`src/rtl/beat_pkg.sv`:
```
// -----------------------------------------------------------------------------
// beat_pkg
// Shared definitions for the beat write responder:
//   - default widths for ID, address, data and register count
//   - packed request/response beat layouts (id in the MSBs)
//   - response codes RESP_OKAY / RESP_SLVERR
//   - FSM state encoding for the single-outstanding build
// -----------------------------------------------------------------------------
package beat_pkg;

  localparam int ID_WIDTH_DEF   = 3;
  localparam int ADDR_WIDTH_DEF = 32;
  localparam int DATA_WIDTH_DEF = 32;
  localparam int NUM_REGS_DEF   = 8;

  localparam logic [1:0] RESP_OKAY   = 2'b00;
  localparam logic [1:0] RESP_SLVERR = 2'b10;

  typedef struct packed {
    logic [ID_WIDTH_DEF-1:0]   id;
    logic [ADDR_WIDTH_DEF-1:0] addr;
    logic [DATA_WIDTH_DEF-1:0] data;
  } req_beat_t;

  typedef struct packed {
    logic [ID_WIDTH_DEF-1:0] id;
    logic [1:0]              resp;
  } rsp_beat_t;

  typedef enum logic {
    ST_IDLE = 1'b0,
    ST_RESP = 1'b1
  } state_e;

endpackage

```
`src/rtl/beat_resp_fifo.sv`:
```
// -----------------------------------------------------------------------------
// beat_resp_fifo
// Two-entry response buffer used by the pipelined responder build.
// Ports:
//   clk_i, rst_ni   : clock, asynchronous active-low reset
//   push_i, data_i  : write a response beat
//   pop_i           : retire the head entry
//   data_o, valid_o : head entry and non-empty flag
//   count_next_o    : occupancy after the coming edge (feeds registered ready)
// Push at full is only honoured together with a pop; pop when empty is ignored.
// -----------------------------------------------------------------------------
module beat_resp_fifo #(
  parameter int WIDTH = 5
) (
  input  logic             clk_i,
  input  logic             rst_ni,
  input  logic             push_i,
  input  logic [WIDTH-1:0] data_i,
  input  logic             pop_i,
  output logic [WIDTH-1:0] data_o,
  output logic             valid_o,
  output logic [1:0]       count_next_o
);

  logic [WIDTH-1:0] mem_q [2];
  logic             wr_ptr_q;
  logic             rd_ptr_q;
  logic [1:0]       count_q;
  logic [1:0]       count_d;
  logic             do_push;
  logic             do_pop;

  assign do_pop  = pop_i && (count_q != 2'd0);
  assign do_push = push_i && ((count_q != 2'd2) || do_pop);

  // Simultaneous push and pop leaves the occupancy unchanged.
  always_comb begin
    count_d = count_q;
    if (do_push && !do_pop) begin
      count_d = count_q + 2'd1;
    end else if (do_pop && !do_push) begin
      count_d = count_q - 2'd1;
    end
  end

  always_ff @(posedge clk_i or negedge rst_ni) begin
    if (!rst_ni) begin
      mem_q[0] <= '0;
      mem_q[1] <= '0;
      wr_ptr_q <= 1'b0;
      rd_ptr_q <= 1'b0;
      count_q  <= 2'd0;
    end else begin
      if (do_push) begin
        mem_q[wr_ptr_q] <= data_i;
        wr_ptr_q        <= ~wr_ptr_q;
      end
      if (do_pop) begin
        rd_ptr_q <= ~rd_ptr_q;
      end
      count_q <= count_d;
    end
  end

  assign data_o       = mem_q[rd_ptr_q];
  assign valid_o      = (count_q != 2'd0);
  assign count_next_o = count_d;

endmodule

```
`src/rtl/beat_wr_responder.sv`:
```
// -----------------------------------------------------------------------------
// beat_wr_responder
// Accepts write request beats {id, addr, data}, writes word-aligned in-range
// addresses into a small register file and answers every request with a
// {id, resp} beat one cycle after acceptance, in acceptance order.
// Ports:
//   aclk, areset_n             : clock, asynchronous active-low reset
//   req_data_i/valid_i/ready_o : request channel
//   rsp_data_o/valid_o/ready_i : response channel
//   rd_idx_i, rd_data_o        : combinational debug read of the register file
// Build option:
//   BEAT_RESP_FIFO_EN undefined : two-state FSM, one outstanding response
//   BEAT_RESP_FIFO_EN defined   : two-entry response FIFO, one request/cycle
// req_ready_o is always a flop output, so it never depends on this cycle's
// req_valid_i or rsp_ready_i.
// -----------------------------------------------------------------------------
module beat_wr_responder
  import beat_pkg::*;
#(
  parameter int ID_WIDTH   = ID_WIDTH_DEF,
  parameter int ADDR_WIDTH = ADDR_WIDTH_DEF,
  parameter int DATA_WIDTH = DATA_WIDTH_DEF,
  parameter int NUM_REGS   = NUM_REGS_DEF
) (
  input  logic                                      aclk,
  input  logic                                      areset_n,
  input  logic [ID_WIDTH+ADDR_WIDTH+DATA_WIDTH-1:0] req_data_i,
  input  logic                                      req_valid_i,
  output logic                                      req_ready_o,
  output logic [ID_WIDTH+1:0]                       rsp_data_o,
  output logic                                      rsp_valid_o,
  input  logic                                      rsp_ready_i,
  input  logic [$clog2(NUM_REGS)-1:0]               rd_idx_i,
  output logic [DATA_WIDTH-1:0]                     rd_data_o
);

  localparam int IDX_W = $clog2(NUM_REGS);
  localparam int RSP_W = ID_WIDTH + 2;

  // OKAY only for word-aligned addresses inside the register window.
  function automatic logic [1:0] decode_resp(input logic [ADDR_WIDTH-1:0] addr);
    if ((addr[1:0] == 2'b00) && ((addr >> (IDX_W + 2)) == '0)) begin
      return RESP_OKAY;
    end
    return RESP_SLVERR;
  endfunction

  logic [ID_WIDTH-1:0]   req_id;
  logic [ADDR_WIDTH-1:0] req_addr;
  logic [DATA_WIDTH-1:0] req_wdata;
  logic [1:0]            rsp_code;
  logic [RSP_W-1:0]      rsp_new;
  logic                  accept;
  logic                  wr_en;
  logic [IDX_W-1:0]      wr_idx;
  logic                  ready_q;
  logic                  ready_d;
  logic [DATA_WIDTH-1:0] regs_q [NUM_REGS];

  assign req_id    = req_data_i[ID_WIDTH+ADDR_WIDTH+DATA_WIDTH-1 -: ID_WIDTH];
  assign req_addr  = req_data_i[ADDR_WIDTH+DATA_WIDTH-1 -: ADDR_WIDTH];
  assign req_wdata = req_data_i[DATA_WIDTH-1:0];

  assign rsp_code = decode_resp(req_addr);
  assign rsp_new  = {req_id, rsp_code};
  assign accept   = req_valid_i && ready_q;
  assign wr_en    = accept && (rsp_code == RESP_OKAY);
  assign wr_idx   = req_addr[IDX_W+1:2];

  // ---- register file: written on the accepting edge ----
  always_ff @(posedge aclk or negedge areset_n) begin
    if (!areset_n) begin
      for (int i = 0; i < NUM_REGS; i++) begin
        regs_q[i] <= '0;
      end
    end else if (wr_en) begin
      regs_q[wr_idx] <= req_wdata;
    end
  end

  assign rd_data_o = regs_q[rd_idx_i];

  // ---- request ready: low in reset, rises on the first edge after it ----
  always_ff @(posedge aclk or negedge areset_n) begin
    if (!areset_n) begin
      ready_q <= 1'b0;
    end else begin
      ready_q <= ready_d;
    end
  end

  assign req_ready_o = ready_q;

`ifdef BEAT_RESP_FIFO_EN

  logic             retire;
  logic             fifo_valid;
  logic [RSP_W-1:0] fifo_head;
  logic [1:0]       fifo_count_d;

  assign retire = fifo_valid && rsp_ready_i;

  beat_resp_fifo #(
    .WIDTH (RSP_W)
  ) u_resp_fifo (
    .clk_i        (aclk),
    .rst_ni       (areset_n),
    .push_i       (accept),
    .data_i       (rsp_new),
    .pop_i        (retire),
    .data_o       (fifo_head),
    .valid_o      (fifo_valid),
    .count_next_o (fifo_count_d)
  );

  // Ready for the next cycle whenever the FIFO will not be full.
  assign ready_d     = (fifo_count_d != 2'd2);
  assign rsp_valid_o = fifo_valid;
  assign rsp_data_o  = fifo_head;

`else

  state_e           state_q;
  state_e           state_d;
  logic [RSP_W-1:0] rsp_q;
  logic [RSP_W-1:0] rsp_d;

  always_comb begin
    state_d = state_q;
    rsp_d   = rsp_q;
    case (state_q)
      ST_IDLE: begin
        if (accept) begin
          state_d = ST_RESP;
          rsp_d   = rsp_new;
        end
      end
      ST_RESP: begin
        if (rsp_ready_i) begin
          state_d = ST_IDLE;
        end
      end
    endcase
    ready_d = (state_d == ST_IDLE);
  end

  always_ff @(posedge aclk or negedge areset_n) begin
    if (!areset_n) begin
      state_q <= ST_IDLE;
      rsp_q   <= '0;
    end else begin
      state_q <= state_d;
      rsp_q   <= rsp_d;
    end
  end

  assign rsp_valid_o = (state_q == ST_RESP);
  assign rsp_data_o  = rsp_q;

`endif

endmodule

```
`config.mk`:
```
export PLATFORM = sky130hd
export DESIGN_NAME = beat_wr_responder
export DESIGN_NICKNAME = d
export VERILOG_FILES = /design/src/rtl/beat_pkg.sv /design/src/rtl/beat_resp_fifo.sv /design/src/rtl/beat_wr_responder.sv
export SDC_FILE = /design/constraint.sdc
export NUM_CORES = 1
export LEC_CHECK = 0
export CORE_ASPECT_RATIO = 1.1
export CORE_MARGIN = 1.5
export CORE_UTILIZATION = 58
export CTS_CLUSTER_DIAMETER = 100
export DETAILED_ROUTE_END_ITERATION = 10
export PLACE_DENSITY = 0.89
export SLEW_MARGIN = 25
export SYNTH_ARGS = -nofsm -noshare
export SYNTH_HDL_FRONTEND = slang
export SYNTH_SLANG_ARGS = --single-unit
```
`constraint.sdc`:
```
create_clock -name aclk -period 7.1 [get_ports aclk]
set_input_delay 1.42 -clock aclk [delete_from_list [all_inputs] [get_ports aclk]]
set_output_delay 1.42 -clock aclk [all_outputs]
set_load 0.05 [all_outputs]
```
==> impl_metrics.csv, run 1 <==
group,metric,value,unit
run_status,outcome,"completed",
cts,numCtsBuffers,26,
placement,place_area,13170,um2
detailed_routing,vias,6543,
worst_setup_path,cpLargestDelayFamily,"buffers and inverters",
timing,clock_skew,7.127,ps
worst_setup_path,crit_end,"rd_data_o[22]",
cts,clock-root-buffer,"clkbuf_16",
power_and_ir_drop,p_per_area,226.3,nW/um2
timing,post-route-period-util,77.12,%
worst_setup_path,worst_setup_path_start_kind,"input port",
global_routing,grt_max_degree,132,
cts,post_cts_resize_count,0,
power_and_ir_drop,ir_worst_vdd,219.6,uV
placement,place.detailed.hpwl,15050,um
detailed_routing,drt-initial-drc-count,265,
detailed_routing,dr.pass1.iters,4,
worst_setup_path,crit_path_max_incr_delay,700,ps
yosys,async_flop_share,100.0,%
global_routing,grt_pass1_wl,41090,um
worst_setup_path,rrSetupSlack,4240,ps
detailed_routing,wl_per_cell,23.26,um
worst_setup_path,reg2reg_depth,5,
yosys,ys_warn_count,0,
layout,drive_gt1_share,46.60,%
yosys,postSynthAreaPerCell,17.26,um2
worst_setup_path,cp_slowest_cell,"buf_4",
yosys,synth_top_area_share,54.72,%
yosys,ys_seq_elements,262,
worst_setup_path,cp_max_fo,47,
layout,post-route-util,70.28,%
worst_setup_path,critPathArrivalTime,4060,ps
global_routing,grt-ovfl-total,0,
cts,cts_setup_buffers,0,
floorplan,die_w,140.0,um
floorplan,fp.dieH,153.7,um
timing,rsz0062_at_grt,"false",
cts,hold_buffers,0,
yosys,synth_most_common_cell,"dfrtp_1",
worst_setup_path,cp-end-kind,"primary output",
hold_path,hold_path_depth,1,
worst_setup_path,path_buf_inv,3,
worst_setup_path,reg2reg_to,"regs_q[249]",
floorplan,die-area,21530,um2
yosys,yosysSeqAreaShare,54.72,%
yosys,synth_flop_cell,"dfrtp_1",
yosys,synth_edf_count,0,
floorplan,placementRows,54,
placement,place_congestion,0.7286,
yosys,synth_nets,768,
floorplan,initial_core_util,59.71,%
worst_setup_path,crit_top_cell,"buf_4",
yosys,synth.top_cells.by_area,"dfrtp_1 55%, mux2_2 23%, mux4_2 12%",
detailed_routing,antenna_left,0,
global_routing,antenna_found_initial,2,
detailed_routing,drc_errors,0,
timing,post-route-min-period,5475,ps
timing,setup_violations,0,
yosys,netlist_area,11980,um2
layout,design_area,14100,um2
yosys,yosysTopAreaCell,"dfrtp_1",
cts,clock_latency,520,ps
timing,slew_violations,0,
cts,htree_levels,1,
job,drv_cap,0,
floorplan,io_pins,113,
layout,nets,879,
worst_setup_path,worst_ep_required_time,5680,ps
detailed_routing,drt-vias-per-instance,6.070,
timing,fmax,182.6,MHz
worst_setup_path,path_cells,"buf_4 -> buf_4 -> mux4_2 -> mux2_2 -> clkdlybuf4s50_1",
worst_setup_path,crit_start,"rd_idx_i[0]",
power_and_ir_drop,total_leakage_power,6.788,nW
yosys,synth_commonest_cells,"262 x dfrtp_1, 243 x mux2_2, 64 x mux4_2",
hold_path,worstHoldPathType,"flip-flop to flip-flop",
global_routing,grt_pass1_vias,7581,
global_routing,gr-usage-all-layers,24.45,%
timing,setup-tns-final,0,ps
worst_setup_path,cp.depth,5,
cts,cts_tree,"yes",
cts,clk_pin_slew,70,ps
layout,area_delta_synth_final,17.70,%
placement,port_buffers,111,
yosys,synthCells,694,
timing,max_slew_margin,28.62,%
cts,cts.path.max_buffers,3,
cts,clock_sinks,262,
timing,fin_hold_ws,485.1,ps
timing,worst_pin_slew,1067,ps
worst_setup_path,path_class,"input port to primary output",
worst_setup_path,r2r_start,"req_ready_o",
detailed_routing,wl,25080,um
timing,hold_viol,0,
yosys,yosys.cell_types.count,25,
floorplan,floorplan.core_area,20070,um2
-- state kept, by name, summed over array words and instances, names as in the netlist --
register,cells
regs_q,256
req_ready_o,1
rsp_data_o,4
rsp_valid_o,1
-- worst reg2reg max path, stage by stage (launching register included) --
cell and delay (ps):
dfrtp_1 370, and4bb_2 270, nand4_4 280, nor3_4 950, buf_4 470, mux2_2 390
-- worst min-delay path by stage --
stage                 from           to
2_1_floorplan  regs_q[161]  regs_q[161]
3_3_place_gp   regs_q[196]  regs_q[196]
3_5_place_dp   regs_q[190]  regs_q[190]
4_1_cts        regs_q[190]  regs_q[190]
5_1_grt        regs_q[190]  regs_q[190]
6_report        regs_q[70]   regs_q[70]
-- area by class of cell --
| class | count | area (um2) |
|---|---|---|
| flip-flops and latches | 262 | 6556 |
| repair buffers | 126 | 1236 |
| well taps | 252 | 315.3 |
| diodes | 2 | 5.005 |
| clock inverters | 8 | 118.9 |
| multi-input cells | 386 | 5079 |
| inverters | 3 | 11.26 |
| clock buffers | 39 | 780.7 |
| fillers | 1239 | 5964 |
-- report_power, final --
part	switching (mW)	internal (mW)	total, mW
registers	0.00986	1.51	1.52
logic	0.158	0.0952	0.253
clock network	0.553	0.867	1.42
total	0.720	2.47	3.19
-- placed cells by master (no fill, tap or decap), types with 2 or more instances in the layout --
| cell | instances |
|---|---|
| clkbuf_1 | 6 |
| nand2_1 | 2 |
| clkinv_2 | 4 |
| nor4_4 | 6 |
| nor2_1 | 2 |
| mux4_2 | 64 |
| mux2_2 | 243 |
| bufinv_16 | 3 |
| clkdlybuf4s50_1 | 107 |
| buf_2 | 2 |
| diode_2 | 2 |
| buf_4 | 15 |
| nand4_4 | 2 |
| nor4_2 | 6 |
| nor3_4 | 2 |
| inv_1 | 3 |
| clkbuf_8 | 6 |
| clkbuf_16 | 27 |
| o21ai_0 | 2 |
| or3_1 | 2 |
| nand2b_1 | 2 |
| dfrtp_1 | 262 |
| mux2_1 | 48 |
-- cell families after synthesis --
logic type	after synthesis	share of synthesized area, %
AND/OR/NAND/NOR	28	2.840
flip-flops	262	54.72
other	1	0.03130
buffers and inverters	46	2.945
AO/OA/AOI/OAI	2	0.08355
multiplexers	355	39.38
-- through the flow --
| stage | power [mW] | std cells | setup slack, ps |
|---|---|---|---|
| global placement | 1.790 | 1028 | 1581 |
| detailed placement | 1.799 | 1028 | 1552 |
| finish | 3.191 | 1078 | 1625 |
| global route | 3.293 | 1076 | 1442 |
| CTS | 3.214 | 1075 | 1552 |
| floorplan | 1.663 | 694 | 2658 |
-- routing by layer --
| metal | wire [um] | global-route usage [%] | part of all wire [%] |
|---|---|---|---|
| met5 | 0 | 0 | 0 |
| met4 | 343 | 5.815 | 1.4 |
| met3 | 1243 | 4.204 | 5.0 |
| met2 | 13330 | 43.76 | 53 |
| met1 | 10160 | 31.29 | 41 |
(Power assumes the default switching activity.)
==> run 2, diff against run 1 <==
--- a/config.mk
+++ b/config.mk
@@ -7,10 +7,10 @@
 export LEC_CHECK = 0
 export CORE_ASPECT_RATIO = 1.1
 export CORE_MARGIN = 1.5
-export CORE_UTILIZATION = 58
+export CORE_UTILIZATION = 52
 export CTS_CLUSTER_DIAMETER = 100
 export DETAILED_ROUTE_END_ITERATION = 10
-export PLACE_DENSITY = 0.89
+export PLACE_DENSITY = 0.84
 export SLEW_MARGIN = 25
 export SYNTH_ARGS = -nofsm -noshare
 export SYNTH_HDL_FRONTEND = slang
==> constraint.sdc (replaced) <==
create_clock -name aclk -period 4.7 [get_ports aclk]
set_input_delay 0.94 -clock aclk [delete_from_list [all_inputs] [get_ports aclk]]
set_output_delay 0.94 -clock aclk [all_outputs]
set_load 0.05 [all_outputs]
==> impl_metrics.csv, run 2 (synthesis gave the netlist of run 1 again) <==
group,metric,value,unit
floorplan,io_pins,113,
placement,place.detailed.hpwl,14770,um
timing,fin_hold_ws,411.0,ps
layout,seq_area,6556,um2
power_and_ir_drop,ir_worst_vdd,305.2,uV
worst_setup_path,cp_max_fo,19,
layout,design_area,14220,um2
worst_setup_path,path_class,"input port to primary output",
timing,hold_viol,0,
worst_setup_path,rrSetupSlack,2200,ps
floorplan,initial_core_util,52.75,%
timing,slew_violations,0,
detailed_routing,wl,24240,um
floorplan,die_w,147.7,um
layout,nets,887,
layout,n_antenna_cell,0,
power_and_ir_drop,power,4.664,mW
floorplan,fp.dieH,162.2,um
worst_setup_path,reg2reg_to,"regs_q[59]",
timing,rsz0062_at_grt,"false",
detailed_routing,dr.pass1.iters,4,
run_status,outcome,"completed",
layout,largest_register_ffs,256,
global_routing,grt_pass1_wl,39590,um
global_routing,antenna_found_initial,1,
floorplan,die-area,23960,um2
global_routing,grt_pass1_vias,7225,
detailed_routing,drc_errors,0,
layout,fillers,1613,
detailed_routing,drt-initial-drc-count,245,
worst_setup_path,r2r_start,"req_ready_o",
timing,max_slew_margin,48.87,%
cts,hold_buffers,0,
layout,final_cell_mix,"262 x dfrtp_1, 243 x mux2_2, 107 x clkdlybuf4s50_1",
placement,place_area,13390,um2
timing,setup-tns-final,0,ps
layout,drive_gt1_share,47.24,%
timing,post-route-min-period,4078,ps
layout,layout.cells.most_common,"dfrtp_1",
cts,cts.path.max_buffers,3,
cts,numCtsBuffers,27,
worst_setup_path,worst_setup_path_start_kind,"input port",
timing,fmax,245.2,MHz
global_routing,gr-usage-all-layers,21.19,%
worst_setup_path,critPathArrivalTime,3140,ps
power_and_ir_drop,p_per_area,327.9,nW/um2
cts,clock-root-buffer,"clkbuf_16",
worst_setup_path,reg2reg_depth,5,
timing,worst_pin_slew,766.9,ps
detailed_routing,vias,6587,
cts,htree_levels,1,
cts,cts_tree,"yes",
cts,clock_sinks,262,
detailed_routing,wl_per_cell,21.42,um
placement,place_congestion,0.6957,
job,drv_cap,0,
hold_path,worstHoldPathType,"input port to asynchronous set/reset pin",
cts,post_cts_resize_count,0,
global_routing,grt_max_degree,101,
floorplan,placementRows,58,
timing,post-route-period-util,86.76,%
detailed_routing,antenna_left,0,
timing,clock_skew,6.698,ps
global_routing,grt-ovfl-total,0,
layout,multi_input_area,5079,um2
worst_setup_path,worst_ep_required_time,3760,ps
detailed_routing,drt-vias-per-instance,5.819,
layout,top_register,"regs_q",
cts,cts_setup_buffers,0,
floorplan,floorplan.core_area,22710,um2
timing,setup_violations,0,
cts,clock_latency,520,ps
worst_setup_path,cp-end-kind,"primary output",
layout,area_delta_synth_final,18.69,%
cts,clk_pin_slew,60,ps
placement,port_buffers,111,
power_and_ir_drop,total_leakage_power,6.822,nW
## run 2: layout make-up
cell class                 instances  share of cell area [%]
sequential                       262                   46.10
multi-input combinational        386                   35.71
timing repair buffer             133                   9.625
clock buffer                      38                   5.464
tap                              300                   2.639
clock inverter                    10                  0.3783
inverter                           3                 0.07918
## run 2: power breakdown
part | internal, mW | total (mW) | switching [mW]
Clock | 1.15 | 1.98 | 0.833
Combinational | 0.149 | 0.391 | 0.242
Sequential | 2.28 | 2.29 | 0.0133
## run 2: how the worst max path moves through the flow
| stage | startpoint | to | slack [ps] | cells after the start |
|---|---|---|---|---|
| after floorplan | rd_idx_i[0] | rd_data_o[0] | 1220 | 4 |
| after global placement | rd_idx_i[0] | rd_data_o[13] | 620 | 5 |
| after detailed placement | rd_idx_i[0] | rd_data_o[21] | 600 | 5 |
| after CTS | rd_idx_i[0] | rd_data_o[21] | 590 | 5 |
| final | rd_idx_i[0] | rd_data_o[21] | 620 | 5 |
| after global routing | rd_idx_i[0] | rd_data_o[21] | 520 | 5 |
## run 2: routing by layer
layer,part of all wire (%),up-vias,GRT usage [%]
li1,-,2863,-
met1,43,3514,28.76
met2,50,173,36.05
met3,5.0,35,3.708
met4,1.4,2,4.545
met5,0.070,-,0
## run 2: metrics by stage
| step | worst slack, ps | util (%) | instances |
|---|---|---|---|
| after floorplan | 1218 | - | 694 |
| after global placement | 623.8 | 58.95 | 1084 |
| after detailed placement | 602.4 | 58.95 | 1084 |
| after CTS | 592.8 | 62.61 | 1132 |
| after global routing | 515.3 | 62.61 | 1132 |
| final | 622.2 | 62.61 | 1132 |
## run 2: critical path: stages
cell             delay, ps
buf_4                  360
buf_4                  270
mux4_2                 510
mux2_2                 320
clkdlybuf4s50_1        710
